**config.mk**
```make
export PLATFORM = sky130hd
export DESIGN_NAME = rv_branch_predictor
export DESIGN_NICKNAME = d
export VERILOG_FILES = /design/src/rtl/rv_branch_predictor.sv
export SDC_FILE = /design/constraint.sdc
export NUM_CORES = 2
export LEC_CHECK = 0
export ABC_AREA = 0
export CELL_PAD_IN_SITES_DETAIL_PLACEMENT = 1
export CELL_PAD_IN_SITES_GLOBAL_PLACEMENT = 2
export CORE_ASPECT_RATIO = 0.8
export CORE_UTILIZATION = 44
export DETAILED_ROUTE_END_ITERATION = 7
export GPL_TIMING_DRIVEN = 0
export MAX_ROUTING_LAYER = met4
export PLACE_DENSITY = 0.84
export SYNTH_ARGS = -nofsm -noshare
export SYNTH_HDL_FRONTEND = slang
export SYNTH_SLANG_ARGS = --single-unit
```
**constraint.sdc**
```tcl
create_clock -name clk -period 5.9 [get_ports clk]
set_input_delay 0.885 -clock clk [delete_from_list [all_inputs] [get_ports clk]]
set_output_delay 0.885 -clock clk [all_outputs]
set_load 0.02 [all_outputs]
```
**src/rtl/rv_branch_predictor.sv**
```systemverilog
// Fetch-stage branch predictor: direct-mapped BTB with 2-bit saturating counters,
// trained from EX resolution, plus wrapping branch/mispredict performance counters.
module rv_branch_predictor #(
  parameter int unsigned ADDR_WIDTH = 32,
  parameter int unsigned ENTRIES    = 16,
  parameter int unsigned TAG_WIDTH  = 8,
  parameter int unsigned CNT_WIDTH  = 32
) (
  input  logic                  clk,
  input  logic                  rst_n,
  input  logic [ADDR_WIDTH-1:0] pc_f,
  output logic                  pred_taken_f,
  output logic [ADDR_WIDTH-1:0] pred_target_f,
  output logic [ADDR_WIDTH-1:0] pred_pc_next_f,
  input  logic                  upd_valid,
  input  logic [ADDR_WIDTH-1:0] upd_pc,
  input  logic                  upd_is_br,
  input  logic                  upd_taken,
  input  logic [ADDR_WIDTH-1:0] upd_target,
  input  logic                  upd_pred_taken,
  input  logic [ADDR_WIDTH-1:0] upd_pred_target,
  input  logic                  flush_all,
  output logic                  mispredict,
  output logic [ADDR_WIDTH-1:0] redirect_pc,
  output logic [CNT_WIDTH-1:0]  cnt_branch,
  output logic [CNT_WIDTH-1:0]  cnt_mispred
);

  localparam int unsigned IDX_W  = $clog2(ENTRIES);
  localparam int unsigned TAG_LO = IDX_W + 2;

  logic [ENTRIES-1:0]    valid_q;
  logic [TAG_WIDTH-1:0]  tag_q    [ENTRIES];
  logic [ADDR_WIDTH-1:0] target_q [ENTRIES];
  logic [1:0]            ctr_q    [ENTRIES];
  logic [CNT_WIDTH-1:0]  cnt_branch_q, cnt_mispred_q;

  logic [IDX_W-1:0]     idx_f, idx_u;
  logic [TAG_WIDTH-1:0] tag_f, tag_u;
  logic                 hit_f, uhit, act_taken;

  logic                  ent_we;
  logic                  valid_d;
  logic [TAG_WIDTH-1:0]  tag_d;
  logic [ADDR_WIDTH-1:0] target_d;
  logic [1:0]            ctr_d;

  // Only the index and tag fields of the PCs are consumed by the table.
  logic unused_pc_bits;
  assign unused_pc_bits = ^{pc_f, upd_pc};

  assign idx_f = pc_f[IDX_W+1:2];
  assign tag_f = pc_f[TAG_LO+TAG_WIDTH-1:TAG_LO];
  assign idx_u = upd_pc[IDX_W+1:2];
  assign tag_u = upd_pc[TAG_LO+TAG_WIDTH-1:TAG_LO];

  // Lookup reads registered state only, so a same-cycle update is not visible.
  assign hit_f          = valid_q[idx_f] && (tag_q[idx_f] == tag_f);
  assign pred_taken_f   = hit_f && ctr_q[idx_f][1];
  assign pred_target_f  = hit_f ? target_q[idx_f] : '0;
  assign pred_pc_next_f = pred_taken_f ? pred_target_f : pc_f + ADDR_WIDTH'(4);

  assign act_taken   = upd_is_br && upd_taken;
  assign mispredict  = upd_valid &&
                       ((upd_pred_taken != act_taken) ||
                        (act_taken && upd_pred_taken && (upd_pred_target != upd_target)));
  assign redirect_pc = act_taken ? upd_target : upd_pc + ADDR_WIDTH'(4);

  assign uhit = valid_q[idx_u] && (tag_q[idx_u] == tag_u);

  always_comb begin
    ent_we   = 1'b0;
    valid_d  = valid_q[idx_u];
    tag_d    = tag_q[idx_u];
    target_d = target_q[idx_u];
    ctr_d    = ctr_q[idx_u];
    if (upd_valid && !flush_all) begin
      if (upd_is_br) begin
        if (uhit) begin
          ent_we = 1'b1;
          if (upd_taken) begin
            ctr_d    = (ctr_q[idx_u] == 2'b11) ? 2'b11 : ctr_q[idx_u] + 2'd1;
            target_d = upd_target;
          end else begin
            ctr_d = (ctr_q[idx_u] == 2'b00) ? 2'b00 : ctr_q[idx_u] - 2'd1;
          end
        end else if (upd_taken) begin
          ent_we   = 1'b1;
          valid_d  = 1'b1;
          tag_d    = tag_u;
          target_d = upd_target;
          ctr_d    = 2'b10;
        end
      end else if (uhit) begin
        // A non-branch matched the entry: the entry aliases a stale branch.
        ent_we  = 1'b1;
        valid_d = 1'b0;
      end
    end
  end

  always_ff @(posedge clk or negedge rst_n) begin
    if (!rst_n) begin
      valid_q <= '0;
      for (int i = 0; i < int'(ENTRIES); i++) begin
        tag_q[i]    <= '0;
        target_q[i] <= '0;
        ctr_q[i]    <= 2'b01;
      end
    end else if (flush_all) begin
      valid_q <= '0;
    end else if (ent_we) begin
      valid_q[idx_u]  <= valid_d;
      tag_q[idx_u]    <= tag_d;
      target_q[idx_u] <= target_d;
      ctr_q[idx_u]    <= ctr_d;
    end
  end

  always_ff @(posedge clk or negedge rst_n) begin
    if (!rst_n) begin
      cnt_branch_q  <= '0;
      cnt_mispred_q <= '0;
    end else begin
      if (upd_valid && upd_is_br) cnt_branch_q <= cnt_branch_q + 1'b1;
      if (mispredict)             cnt_mispred_q <= cnt_mispred_q + 1'b1;
    end
  end

  assign cnt_branch  = cnt_branch_q;
  assign cnt_mispred = cnt_mispred_q;

endmodule

```
* After elaboration in Yosys (flattened, before gate mapping) *
Index checks and enable logic that the tools add are counted.

word-level totals
  flip-flop bits (word level) = 752
  input bits = 135
  logic and storage cells = 150

cells by class
  add/sub/neg operators = 6
  order comparisons = 6
  eq/ne operators = 5
  multiplexer cells = 63
  bitwise logic cells = 3
  reductions and logical operators = 16

operators by type and width
  kind                   number
  $bwmux 512             1
  $mux 32                11
  $bmux 32 s4            2
  $bwmux 128             1
  $demux 32 s4           1
  $mux 8                 9
  $add 32x1->32 const B  2
  $add 32x3->32 const B  2
  $bmux 8 s4             2
  $bwmux 32              1
  $demux 8 s4            1
  $mux 16                2
  $ne 32x32->1           1
  $mux 2                 12
  $bmux 2 s4             2
  $bwmux 16              1
  $eq 8x8->1             2
  $mux 1                 13
  $logic_and 1x1->1      11
  $ge 5x5->1 const B     2
  $lt 4x5->1 const B     2
  $not 4->5              2
  $bmux 1 s4             2
  $demux 2 s4            1
  13 further kinds       13

* Longest topological paths before layout *
  depth in word-level cells = 12
  gate-level depth with buffers = 14

* Worst setup path after synthesis *
Ideal clock, no wire load.

  path type = input to output
  start point = input port pc_f[2]
  end point = output port pred_pc_next_f[11]
  arrival time = 4,022 ps
  required time = 5,015 ps
  setup slack = 993 ps
  stages on the path = 12
  path buffers = 5
  path through = buf_2 -> buf_4 -> buf_2 -> mux4_2 -> mux2i_1 -> a21oi_1 -> xor2_1 -> nor4_2 -> and2_1 -> buf_2 -> clkbuf_1 -> o21ai_0

on the way
  cells in the longest elaborated chain, start to end = 8
  elaborated cells on any way between the ends = 18
  those cells by class = 1 x add/sub; 1 x eq/ne; 13 x mux; 1 x bitwise; 2 x reduce/logical

RTL lines
  what                                       RTL line  source
  start: declaration                         11        input logic [ADDR_WIDTH-1:0] pc_f,
  $not 4->5 (not written as such)            58, 59
  $bmux 8 s4                                 58        assign hit_f = valid_q[idx_f] && (tag_q[idx_f] == tag_f);
  $mux 8 (not written as such) (2 in a row)  58
  $eq 8x8->1                                 58
  $logic_and 1x1->1                          58
  $logic_and 1x1->1 *                        59        assign pred_taken_f = hit_f && ctr_q[idx_f][1];
  via pred_taken_f                           12        output logic pred_taken_f,
  $mux 32 *                                  61        assign pred_pc_next_f = pred_taken_f ? pred_target_f : pc_f + ADDR_WIDTH'(4);
  end: declaration                           14        output logic [ADDR_WIDTH-1:0] pred_pc_next_f,

The timed path passes the listed nets; every way through them passes the cells marked *. The select of a mux whose other input is x is not followed.

* Final worst setup path *
  start point = input port pc_f[5]
  end point = output port pred_pc_next_f[15]

on the way
  cells in the longest elaborated chain, start to end = 8
  elaborated cells on any way between the ends = 18
  those cells by class = 1 x add/sub; 1 x eq/ne; 13 x mux; 1 x bitwise; 2 x reduce/logical

RTL lines
  what                                          RTL line
  $not 4->5 (not written as such)               58, 59, 60
  $bmux 8 s4                                    58
  $mux 8 (not written as such) (2 in a row)     58
  $eq 8x8->1                                    58
  $logic_and 1x1->1                             58
  $mux 32 or $logic_and 1x1->1 (tied branches)  60, 59
  $mux 32 *                                     61

Mark *: on every way between the ends. The rest lies on a longest branch, timed or not. The select of a mux whose other input is x is not followed.

==> results.cfg <==
[die]
die_outline_area_um2 = 96600
boundaryPins = 297
fp.dieH_um = 278
area_of_the_core_um2 = 93700
initial_core_util_pct = 44.8
rows = 100
die_width_um = 347

[sta]
setup_viol_count_final = 0
final_period_minus_worst_setup_slack_ps = 5830
rsz0062_at_grt = false
slew_violations = 0
timing_hold_violations_final = 0
achievable_frequency_ghz = 0.172
fin_setup_tns_ps = 0
timing.max_slew.rel_slack_pct = 5.21
post-route-period-util_pct = 98.7
worstMarginPinSlew_ps = 1410
worst_slack_setup_final_ps = 74.2
worst_clock_skew_ps = 32.7

[global_route]
antenna_found_initial = 14
first_global_vias = 31576
grt_first_pass_wirelength_mm = 236
global_route.usage.total_pct = 35.4
grt.overflow.total = 0
grt_max_degree = 127

[worst_setup_path]
worst-endpoint-arrival_ps = 4940
critical_path.reg2reg.endpoint = target_q[158]
criticalPathCategory = input pin to output pin
cell_count_of_the_worst_reg_to_reg_path = 10
critPathCaptureType = output pin
endpoint = pred_pc_next_f[15]
r2r_setup_slack_ps = 1280
critical_path_peak_fanout = 10
critical_path.startpoint = pc_f[5]
critical_path_required_ps = 5020
setup.worst_path.start_class = input pin
reg2reg_from = tag_q[126]

[final_layout]
layout.cells.most_common = sky130_fd_sc_hd__dfrtp_1
layout-drive-gt1-share_pct = 42.6
area_growth_syn_to_layout_pct = 18.5
multiInputGateArea_um2 = 22000
filler_cell_count = 8963
layout.area.seq_um2 = 18800
commonest_cells_after_routing_fill_and_taps_aside = 736 x sky130_fd_sc_hd__dfrtp_1, 644 x sky130_fd_sc_hd__mux2_2, 408 x sky130_fd_sc_hd__mux4_2
num-nets-final = 3330

[drt]
routed_via_density = 6.59
dr_wl_met3_mm = 18.1
detail-route-antenna-nets = 0
drc = 0
vias = 29573
dr.max_layer_used = met4
route.final.wire_length_mm = 164
detail_route.wl_per_cell_um = 36.5
met2_length_mm = 73.4
detail_route.first_pass.iterations = 5
detail_route.iter0.violations = 3072
sum_of_routed_wire_segments_on_met1_mm = 66.8

[synth]
ys_async_sr_fraction_pct = 100
ys_seq_area_share_pct = 44.9
synth.net_count = 2950
flops_latches_synth = 752
number_of_synthesized_flops_with_an_enable_pin = 0
mappedNetlistArea_um2 = 41900
synth.avg_cell_area_um2 = 14.9
postSynthCellCount = 2807
yosys.cell_types.count = 57
yosys_warnings = 0
ys.flop_type = sky130_fd_sc_hd__dfrtp_1

[placed_design]
post-place-ws_ps = -3030
detailed_place_hpwl_mm = 116
place_congestion = 0.933
io_buffers = 290

[min_path]
hold_class = input pin to asynchronous set/reset pin

[clock_tree]
number_of_buffers_between_clock_root_and_the_deepest_sink = 3
clkSlewWorstSetupHoldPaths_ps = 60
cts-root-buf = sky130_fd_sc_hd__clkbuf_16
tritoncts_num_sinks = 752
clk_latency_ps = 670
cts.htree.levels = 3
cts_tree = done
ctsHoldBuffers = 0
tritoncts.num_buffers = 82

[run_status]
outcome = finished clean

[flow_run]
drv_cap = 0

[power]
p_leak_uw = 0.0221
power.density_cell_area_nw_per_um2 = 242
max-vdd-ir-drop_mv = 0.219
metrics by stage:
step | instances | hold WS [ps] | total power [µW] | instance area [µm²] | utilization [%]
global placement | 4321 | 461 | 6740 | 46400 | 49.5
global route | 4483 | 366 | 12300 | 49700 | 53.0
detailed placement | 4328 | 476 | 6780 | 46600 | 49.7
finish | 4486 | 310 | 12000 | 49700 | 53.0
CTS | 4475 | 330 | 12000 | 49600 | 52.9
floorplan | 2807 | 470 | 6030 | 41900 | -
area by class of cell:
cell class / instances / share of cell area [%]
Multi-Input combinational cell: 1803 / 44.3
Sequential cell: 752 / 37.9
Timing Repair Buffer: 301 / 6.40
Clock buffer: 118 / 4.85
Tap cell: 1224 / 3.08
Buffer: 234 / 2.67
Clock inverter: 30 / 0.594
Inverter: 13 / 0.0982
Antenna cell: 11 / 0.0554
worst min-delay path by stage:
stage	from	end	slack [ps]	cells past startpoint
after detailed placement	cnt_mispred[8]	cnt_mispred[8]	480	1
after CTS	rst_n	target_q[471]	330	2
after floorplan	target_q[160]	target_q[160]	470	1
after global placement	cnt_branch[31]	cnt_branch[31]	460	1
after global routing	rst_n	target_q[279]	370	2
final	rst_n	target_q[374]	310	2
cell usage after synthesis (40+ instances only):
cell type                  count  area share [%]
sky130_fd_sc_hd__xnor2_1     116             2.4
sky130_fd_sc_hd__mux2i_1      41            0.98
sky130_fd_sc_hd__mux4_2      408              22
sky130_fd_sc_hd__mux2_1       96             2.6
sky130_fd_sc_hd__and2_1       40            0.60
sky130_fd_sc_hd__xor2_1       52             1.1
sky130_fd_sc_hd__buf_2        73            0.87
sky130_fd_sc_hd__nor2_1       42            0.38
sky130_fd_sc_hd__dfrtp_1     736              44
sky130_fd_sc_hd__mux2_2      644              17
sky130_fd_sc_hd__clkbuf_1    118             1.1
sky130_fd_sc_hd__o21ai_0      44            0.52
sky130_fd_sc_hd__nand2_1     108            0.97
sky130_fd_sc_hd__nand3_1      46            0.55
routing by layer:
layer | track usage [%] | up-vias
met3 | 11.5 | 348
met5 | - | -
met2 | 51.0 | 1603
met4 | 11.6 | 0
li1 | - | 11475
met1 | 47.1 | 16147
kinds of logic (layout without fill, tap and decap cells):
family	Yosys count	after routing	share of synthesized area, %
muxes	1190	1190	42.8
DFF	752	752	44.9
and+or+nand+nor	347	347	4.24
buffers and inverters	252	696	2.72
xor gates and xnor gates	168	168	3.51
AOI/OAI and AO/OA	90	90	1.57
adders and majority gates	8	8	0.239
other	0	11	0
sequential cells by signal, indices dropped and copies added, names as in the netlist:
register	flops
cnt_branch	32
target_q	512
ctr_q	32
cnt_mispred	32
tag_q	128
valid_q	16
critical path: stages:
cell	delay [ps]
sky130_fd_sc_hd__clkdlybuf4s50_1	620
sky130_fd_sc_hd__clkbuf_2	420
sky130_fd_sc_hd__clkbuf_2	610
sky130_fd_sc_hd__clkbuf_1	970
sky130_fd_sc_hd__mux4_2	510
sky130_fd_sc_hd__nand3_1	100
sky130_fd_sc_hd__o21ai_0	120
sky130_fd_sc_hd__clkdlybuf4s50_1	690
timing repair:
item / 4_1_cts / 5_1_grt
setup buffers: 2 / 1
pin swaps: 3 / 3
setup endpoints to repair: 86 / 39
resized for setup: 132 / 33
power breakdown:
| group | internal, µW | switching, µW |
|---|---|---|
| combinational | 535 | 839 |
| sequential | 5250 | 92.4 |
| clock | 3020 | 2270 |
(Power assumes the default switching activity.)
